File: src/rtl/etapa_fetch.sv
// etapa_fetch -- instruction-fetch stage in front of the 128-byte instruction ROM.
//
// The stage owns the program counter and drives it straight onto the ROM
// address. Because the ROM is combinational, the four bytes for the current
// PC arrive in the same cycle. They are captured into a 32-bit instruction
// register and offered to the decoder over a valid/ready handshake.
//
// Ports:
//   clk          system clock; all state changes on the rising edge
//   reset        synchronous, active-high reset (dominates everything)
//   Direccion    ROM address (the PC register)
//   B1..B4       ROM bytes at Direccion..Direccion+3 (B1 most significant)
//   SaltoEn      branch/jump redirect request from execute
//   DirSalto     branch target address (used unaligned as given)
//   Listo_dec    decoder ready
//   Instruccion  instruction register {B1,B2,B3,B4}
//   InstrValida  Instruccion holds an instruction not yet accepted
//   Detenido     stage is halted
//   CuentaInstr  saturating count of instructions accepted by the decoder
module etapa_fetch #(
  parameter int          ADDR_W   = 7,
  parameter int unsigned RESET_PC = 0,
  parameter int unsigned PC_STEP  = 4,
  parameter logic [7:0]  HALT_OP  = 8'hFF
) (
  input  logic              clk,
  input  logic              reset,
  output logic [ADDR_W-1:0] Direccion,
  input  logic [7:0]        B1,
  input  logic [7:0]        B2,
  input  logic [7:0]        B3,
  input  logic [7:0]        B4,
  input  logic              SaltoEn,
  input  logic [ADDR_W-1:0] DirSalto,
  input  logic              Listo_dec,
  output logic [31:0]       Instruccion,
  output logic              InstrValida,
  output logic              Detenido,
  output logic [15:0]       CuentaInstr
);

  typedef enum logic {FETCH, HALT} state_t;

  state_t            state, state_nxt;
  logic [ADDR_W-1:0] pc_p0;
  logic [31:0]       instr_p1;
  logic              vld_p1;
  logic [15:0]       cnt_p1;

  logic acc;
  logic load;
  logic redirect;
  logic is_halt;

  function automatic logic [15:0] sat_inc(input logic [15:0] v);
    return (v == 16'hFFFF) ? v : v + 16'd1;
  endfunction

  function automatic logic [ADDR_W-1:0] pc_next(input logic [ADDR_W-1:0] pc);
    // Wraps naturally at 2^ADDR_W.
    return pc + ADDR_W'(PC_STEP);
  endfunction

  assign acc      = vld_p1 & Listo_dec;
  assign redirect = (state == FETCH) & SaltoEn;
  // A new word may enter only when the register is empty or being drained.
  assign load     = (state == FETCH) & ~SaltoEn & (~vld_p1 | Listo_dec);
  assign is_halt  = (B1 == HALT_OP);

  always_comb begin
    state_nxt = state;
    if (load && is_halt) state_nxt = HALT;
  end

  // Stage p0 -> p1: PC / ROM address to instruction register
  always_ff @(posedge clk) begin
    if (reset) begin
      state    <= FETCH;
      pc_p0    <= ADDR_W'(RESET_PC);
      instr_p1 <= 32'd0;
      vld_p1   <= 1'b0;
      cnt_p1   <= 16'd0;
    end else begin
      state <= state_nxt;
      if (acc) cnt_p1 <= sat_inc(cnt_p1);
      if (redirect) begin
        // Flush: the held word is dropped, the target is fetched next cycle.
        pc_p0  <= DirSalto;
        vld_p1 <= 1'b0;
      end else if (load) begin
        instr_p1 <= {B1, B2, B3, B4};
        vld_p1   <= 1'b1;
        // The halt word itself is delivered, but the PC stays on it.
        if (!is_halt) pc_p0 <= pc_next(pc_p0);
      end else if (acc) begin
        vld_p1 <= 1'b0;
      end
    end
  end

  assign Direccion   = pc_p0;
  assign Instruccion = instr_p1;
  assign InstrValida = vld_p1;
  assign Detenido    = (state == HALT);
  assign CuentaInstr = cnt_p1;

endmodule

File: config.mk
export PLATFORM = sky130hd
export DESIGN_NAME = etapa_fetch
export DESIGN_NICKNAME = d
export VERILOG_FILES = /design/src/rtl/etapa_fetch.sv
export SDC_FILE = /design/constraint.sdc
export NUM_CORES = 1
export LEC_CHECK = 0
export CORE_MARGIN = 1
export CORE_UTILIZATION = 45
export CTS_CLUSTER_DIAMETER = 120
export DETAILED_ROUTE_END_ITERATION = 8
export PLACE_DENSITY = 0.85
export SYNTH_ARGS = -nofsm -noshare
export SYNTH_HDL_FRONTEND = slang
export SYNTH_SLANG_ARGS = --single-unit
File: constraint.sdc
create_clock -name clk -period 3.4 [get_ports clk]
set_input_delay 0.34 -clock clk [delete_from_list [all_inputs] [get_ports clk]]
set_output_delay 0.34 -clock clk [all_outputs]
set_load 0.01 [all_outputs]
-- Yosys cells after proc, flatten, opt, wreduce, memory -nomap -nowiden
Cells that the tools add are included.
- output and inout port bits: 57
- ROM bits: 0
- flip-flop bits (word level): 57
- bits in writable memories: 0
- input port bits: 43
- memories kept: 0
- latch bits: 0
- div/mod/pow operators: 0
- $lt $le $gt $ge: 0
- shifts and indexed selects: 0
- equality and inequality tests: 3
- muxes and demuxes: 5
- bitwise logic cells: 10
- add/subtract/negate cells: 2
- reduce and logical (&&, ||, !) cells: 7
- $mul: 0
- operators by type and width (kind ; number):
    7-bit 2-to-1 mux ; 3
    16-bit by 1-bit adder with 16-bit output, second input constant ; 1
    16-bit == test, second input constant ; 1
    8-bit == test, second input constant ; 1
    7-bit by 3-bit adder with 7-bit output, second input constant ; 1
    2-bit AND reduction ; 3
    1-bit NOT ; 5
    1-bit bitwise AND ; 4
    2-bit nonzero test ; 2
    1-bit 2-to-1 mux ; 2
    2-bit != test, second input constant ; 1
    2-bit OR reduction ; 1
    1-bit logical AND ; 1
    1-bit bitwise OR ; 1

-- Logic depth before layout (Yosys ltp)
Gate-level depths: netlist of the first run.
- depth in word-level cells: 5
- gate-level depth with buffers: 6
- mapped depth without buffers: 5

-- Worst setup path before layout of the first run
Ideal clock, no wire load.
- path kind: register to register
- start: register cnt_p1[9], in the netlist CuentaInstr[9]
- end: register cnt_p1[6], in the netlist CuentaInstr[6]
- buffers on the path: 0
- required time: 3.277 ns
- stages on the path, launching flop included: 5
- period minus slack after synthesis: 1.644 ns
- arrival time: 1.521 ns
- library setup time: 0.123 ns
- path slack: 1.756 ns
- cells stage by stage: dfxtp_1 nand4_1 o41a_1 nand4_1 mux2_1
- cells in the longest elaborated chain, start to end: 3
- RTL lines (item ; RTL line ; source):
    start: declaration ; 48 ; logic [15:0] cnt_p1;
    start signal: assignment ; 85 ; if (acc) cnt_p1 <= sat_inc(cnt_p1);
    16-bit == test ; 56 ; return (v == 16'hFFFF) ? v : v + 16'd1;
    1-bit NOT (no source line) ; -- ;
    2-bit AND reduction (no source line) ; -- ;
Every way passes these cells.
A chain may end at the register's enable or synchronous reset.

-- Worst setup path after layout of the first run
- start: input port Listo_dec
- end: register state, in the netlist Detenido
- cells in the longest elaborated chain, start to end: 3
- RTL lines (item ; RTL line ; source):
    start: declaration ; 35 ; input logic Listo_dec,
    1-bit bitwise OR ; 67 ; assign load = (state == FETCH) & ~SaltoEn & (~vld_p1 | Listo_dec);
    1-bit bitwise AND ; 67 ;
    1-bit logical AND ; 72 ; if (load && is_halt) state_nxt = HALT;
    end signal: assignment ; 84 ; state <= state_nxt;
    end: declaration ; 44 ; state_t state, state_nxt;
Every way passes these cells.

==> results of run 1 <==
cell usage after synthesis:
cell type	count
nand2_1	69
dfxtp_1	57
a21oi_1	40
nor2_1	17
clkbuf_1	13
inv_1	6
nand4_1	6
o21ai_0	6
or3_1	6
a211oi_1	5
nand3_1	5
mux2i_1	4
nor2b_1	4
nor3_1	4
o31ai_1	4
or4_1	4
a311oi_1	3
a31oi_1	3
nand2b_1	3
and4_1	2
and4_2	2
buf_1	2
ha_1	2
mux2_1	2
a31o_2	1
and2_1	1
and4_4	1
and4b_1	1
clkbuf_2	1
mux2_2	1
nand4_2	1
nand4_4	1
nor4_2	1
o2111ai_1	1
o221ai_1	1
o41a_1	1
or3_2	1
xnor2_1	1
xor2_1	1
flip-flops by register name (all words and copies together), names as in the netlist:
| signal | cells |
|---|---|
| CuentaInstr | 16 |
| Detenido | 1 |
| Instruccion | 32 |
| Direccion | 7 |
| InstrValida | 1 |
cells in the final DEF (no fill, tap or decap), drive strengths merged, types with 2 or more instances in the layout:
master	n
clkdlybuf4s50	98
nand2	69
dfxtp	57
a21oi	40
nor2	17
clkbuf	14
nand4	8
or3	7
inv	6
o21ai	6
nand3	5
a211oi	5
and4	5
nor2b	4
mux2i	4
o31ai	4
or4	4
nor3	4
buf	4
a31oi	3
nand2b	3
a311oi	3
mux2	3
ha	2
per-stage QoR:
step	power (mW)	worst slack [ns]	hold WS, ns	instance area, um2	instances
floorplan	0.811	1.76	0.439	2360	284
global placement	0.934	1.24	0.441	3390	437
detailed placement	0.937	1.20	0.446	3390	437
CTS	1.59	1.55	0.439	3600	453
global route	1.65	1.48	0.473	3600	453
finish	1.58	1.55	0.451	3600	453
final cells by class:
class                           instances  area [um2]  share of cell area
Sequential cell                        57        1140               0.317
Clock inverter                          2        35.0             0.00973
Tap cell                               67        83.8              0.0233
Clock buffer                           14         173              0.0480
Multi-Input combinational cell        205        1140               0.316
Timing Repair Buffer                  102        1010               0.280
Inverter                                6        22.5             0.00625
path summary, 6_finish.rpt:
path / from / to / slack, ns
worst max-delay path: Listo_dec / Detenido / 1.55
worst min-delay path: reset / CuentaInstr[8] / 0.45
worst max register to register: CuentaInstr[9] / CuentaInstr[0] / 1.65
worst min register to register: Instruccion[2] / Instruccion[2] / 0.45
worst max-delay path: stages:
cell and delay (ns):
clkdlybuf4s50_1 0.57, nor2b_1 0.10, or3_1 0.31, buf_4 0.25, or3_1 0.40, a21oi_1 0.14
per-layer routing:
| metal | share of wire | routed length [um] |
|---|---|---|
| met4 | 0.013 | 82 |
| met2 | 0.46 | 2850 |
| met1 | 0.42 | 2620 |
| met3 | 0.10 | 620 |
| met5 | 0 | 0 |
power breakdown:
part           switching [mW]  internal, mW
clock network           0.261         0.398
registers              0.0205         0.699
logic                  0.0880         0.118
total                   0.370          1.21
kinds of logic after synthesis:
group	count (synthesis)	synth area share
buffers and inverters	22	0.0356
AO/OA/AOI/OAI	65	0.161
flip-flops	57	0.484
adder cells (fa/ha/maj)	2	0.0106
AND/OR/NAND/NOR	129	0.270
XOR/XNOR	2	0.00743
multiplexers	7	0.0313
==> summary.md, run 1 <==
| Metric | Value |
|---|---|
| Status | completed |
| Die height | 74.4 um |
| Mapped Nets | 329 |
| Gr usage total | 0.235 |
| Met1 Use GR | 0.283 |
| First-pass GRT wire length | 9830 um |
| Crit path DAT | 2.12 ns |
| Fillers | 365 |
| GRT met3 Usage | 0.117 |
| Initial antenna violation count | 0 |
| Via count | 2344 |
| Proportion of layout cells with a drive suffix above 1 | 0.0725 |
| Area Overhead vs Synth | 52.8% |
| ANT nets after route | 0 |
| Max-slew violations | 0 |
| Clock Path Buffers | 2 |
| Remaining global-route overflow | 0 |
| Syn Area/Cell | 8.30 um2 |
| #FFs+latches synth | 57 |
| Root Buffer | clkbuf_8 |
| Fmax | 540 MHz |
| Vias in the first global route | 2153 |
| WHS Path Cells | 2 |
| Critical path fanouts, max | 33 |
| Worst skew pair latency | 0.34 ns |
| P per Cell Area | 440 nW/um2 |
| # IOs | 100 |
| DRC viols | 0 |
| Core box area | 4880 um2 |
| Initial DRC count | 133 |
| VDD IR max | 0.000291 V |
| WL per Instance | 13.6 um |
| Leading area contributor after synthesis | dfxtp_1 |
| Share of the synthesized area in the top cell type | 0.484 |
| Seq/Total Area, Yosys | 0.484 |
| Clk sinks | 57 |
| Die W | 74.4 um |
| IO buf count | 99 |
| Layout Skew | 0.00837 ns |
| Pin count of the biggest net entering global routing | 37 |
| Area contributors post-synth | dfxtp_1, nand2_1, a21oi_1 |
| Final period utilization | 0.545 |
| DR vias/cell | 5.17 |
| Yosys warns | 0 |
| Std cell rows | 25 |
| Cells on worst reg2reg path | 4 |
| Kind of critical path | primary input to register |
| # H-tree levels | 3 |
| Max-slew headroom | 0.574 |
| Hold Vio Cnt, Final | 0 |
| Max Cap Viol | 0 |
| Hold-fix buffers, CTS | 0 |
| Cell variety after synth | 39 |
| Leakage | 1.32 nW |
| CTS tree | done |
| Clk slew on worst S/H paths | 0.06 ns |
| Mapped Area | 2360 um2 |
| Final Setup Violations | 0 |
| Setup tns final | 0 ns |
| Hpwl dp | 4180 um |
| Initial Util | 0.483 |
| Cells after synthesis | 284 |
| Worst Tran Pin Value | 0.640 ns |
| TritonRoute pass-1 iters | 4 |
| Critical Path RT | 3.67 ns |
| Placer Congestion | 0.731 |
| Met2 Use GR | 0.364 |
| Worst Setup End Kind | register |
| PostCTS Resize Cnt | 0 |
| ANT cells | 0 |
| RSZ-0062 raised after global routing | false |
| Finished Core Util | 0.738 |
| Minimum clock period | 1.85 ns |
| Die ar. | 5530 um2 |
| Setup bufs post-CTS | 0 |
| Wire length after detailed routing | 6180 um |
| Worst setup SP type | primary input |
| CTS Buf Count | 9 |
| Hold Path Class | primary input to register |
| Most used routing layer | met2 |
| Nets | 426 |
No activity file was read; power rests on OpenSTA's default activity.
==> run 2, diff against run 1 <==
- CORE_UTILIZATION: 45 -> 38
- PLACE_DENSITY: 0.85 -> 0.77
- clock period: 3.4 -> 1.5 ns (I/O delays scaled with it)
==> summary.md, run 2 (synthesized netlist as in run 1, its figures left out) <==
| Metric | Value |
|---|---|
| Worst skew pair latency | 0.33 ns (about the same) |
| Status | complete, but fails checks |
| Clk slew on worst S/H paths | 0.07 ns (about the same) |
| Critical Path RT | 1.72 ns (-1.95 ns) |
| Clk sinks | 57 (unchanged) |
| DR vias/cell | 4.99 (-3.5%) |
| Worst Setup End Kind | register |
| ANT nets after route | 0 (unchanged) |
| Placer Congestion | 0.781 (+6.7%) |
| CP max stage delay | 0.36 ns (-0.21 ns) |
| Worst path bufs/invs | 0 (-2) |
| Core box area | 5960 um2 (+22%) |
| Violated checks | negative setup slack |
| Hold Vio Cnt, Final | 0 (unchanged) |
| WL per Instance | 13.0 um (-4.4%) |
| Fillers | 493 (+35%) |
| Commonest non-fill, non-tap cells in the layout | clkdlybuf4s50_1, nand2_1, dfxtp_1, buf_4, a21oi_1 |
| Hold Path Class | primary input to register |
| Multi-input logic area | 1230 um2 (+8.5%) |
| CTS tree | done |
| Post-placement cell area | 3740 um2 (+10%) |
| Fmax | 659 MHz |
| Initial antenna violation count | 0 (unchanged) |
| Final Hold Slack | 0.271 ns (-0.180 ns) |
| Max-slew headroom | 0.674 (+0.101) |
| Die ar. | 6520 um2 (+18%) |
| Critical path, cell by cell | ha_4 > and4_4 > o41a_1 > nand4_1 > mux2_4 |
| Max reg flops | 32 (unchanged) |
| TritonRoute pass-1 iters | 6 (+2) |
| Commonest non-fill, non-tap cell in the layout | clkdlybuf4s50_1 |
| Pwr Total | 3.53 mW (+120%) |
| Setup tns final | -0.0214 ns (-0.0214 ns) |
| Nets | 464 (+8.9%) |
| Critical path's top delay family | simple AND/OR/NAND/NOR gates |
| Die W | 80.8 um (+8.6%) |
| IO buf count | 99 (unchanged) |
| Leakage | 1.70 nW (+29%) |
| Critical path fanouts, max | 4 (-88%) |
| Layout Skew | 0.0103 ns (+0.00189 ns) |
| P per Cell Area | 873 nW/um2 (+98%) |
| Crit path DAT | 1.74 ns (-0.38 ns) |
| Internal reg-to-reg setup slack | -0.02 ns (-1.67 ns) |
| Pin count of the biggest net entering global routing | 33 (-11%) |
| ANT cells | 0 (unchanged) |
| VDD IR max | 0.000734 V (+150%) |
| Max-slew violations | 0 (unchanged) |
| CP max-delay cell | dfxtp_2 |
| Die height | 80.8 um (+8.6%) |
| Wire length after detailed routing | 6500 um (+5.3%) |
| Gr usage total | 0.207 (-0.0280) |
| Proportion of layout cells with a drive suffix above 1 | 0.233 (+0.161) |
| Sequential cell area | 1180 um2 (+3.1%) |
| Final Setup Violations | 2 (+2) |
| Post-Layout Inst Area | 4050 um2 (+12%) |
| Hold-fix buffers, CTS | 0 (unchanged) |
| # IOs | 100 (unchanged) |
| CTS Buf Count | 9 (unchanged) |
| Critical Path Stages | 5 (-1) |
| First-pass GRT wire length | 10400 um (+6.3%) |
| Std cell rows | 28 (+12%) |
| Area Overhead vs Synth | 71.7% |
| Remaining global-route overflow | 0 (unchanged) |
| # H-tree levels | 3 (unchanged) |
| Minimum clock period | 1.52 ns |
| Hpwl dp | 4530 um (+8.4%) |
| Pre-CTS setup slack | -0.351 ns (-1.55 ns) |
| Cells on worst reg2reg path | 5 (+1) |
| Max Cap Viol | 0 (unchanged) |
| Final period utilization | 1.01 |
| Worst Tran Pin Value | 0.489 ns (-0.151 ns) |
| Kind of critical path | register to register |
| Via count | 2492 (+6.3%) |
| Worst setup SP type | register |
| Vias in the first global route | 2361 (+9.7%) |
| DRC viols | 0 (unchanged) |
| Clock Path Buffers | 2 (unchanged) |
| Final worst slack | -0.0175 ns (-1.57 ns) |
| WHS Path Cells | 2 (unchanged) |
| Initial Util | 0.396 (-0.0873) |
| Root Buffer | clkbuf_8 |
| Initial DRC count | 77 (-42%) |
| RSZ-0062 raised after global routing | true |
## run 2: power breakdown
part	internal (mW)	switching [mW]	leakage, nW
sequential	1.58	0.0422	0.477
combinational	0.296	0.209	1.12
clock	0.807	0.604	0.0953
## run 2: area by class of cell
cell class,instances,share of cell area
Inverter,6,0.00556
Clock inverter,5,0.0136
Clock buffer,11,0.0349
Sequential cell,57,0.291
Tap cell,75,0.0232
Multi-Input combinational cell,205,0.305
Timing Repair Buffer,140,0.327
## run 2: what timing repair did
item | 4_1_cts | 5_1_grt
gates resized for setup | 17 | 17
buffers inserted | 2 | 2
pin swaps | 7 | 10
setup endpoints to repair | 12 | 20
## run 2: layer usage
metal / wire, um / GRT usage / vias up
met1: 2800 / 0.240 / 1141
met3: 514 / 0.0775 / 11
met5: 0 / 0 / -
met4: 92 / 0.0768 / 0
met2: 3100 / 0.348 / 80
li1: - / - / 1260
## run 2: path summary, 6_finish.rpt
| path | from | end |
|---|---|---|
| worst max-delay path | CuentaInstr[1] | CuentaInstr[6] |
| worst min-delay path | reset | CuentaInstr[3] |
| worst max register to register | CuentaInstr[1] | CuentaInstr[6] |
| worst min register to register | Instruccion[28] | Instruccion[28] |
## run 2: stage by stage
step                 util  instances
floorplan               -        284
global placement    0.628        479
detailed placement  0.628        479
CTS                 0.667        497
global route        0.680        499
finish              0.680        499
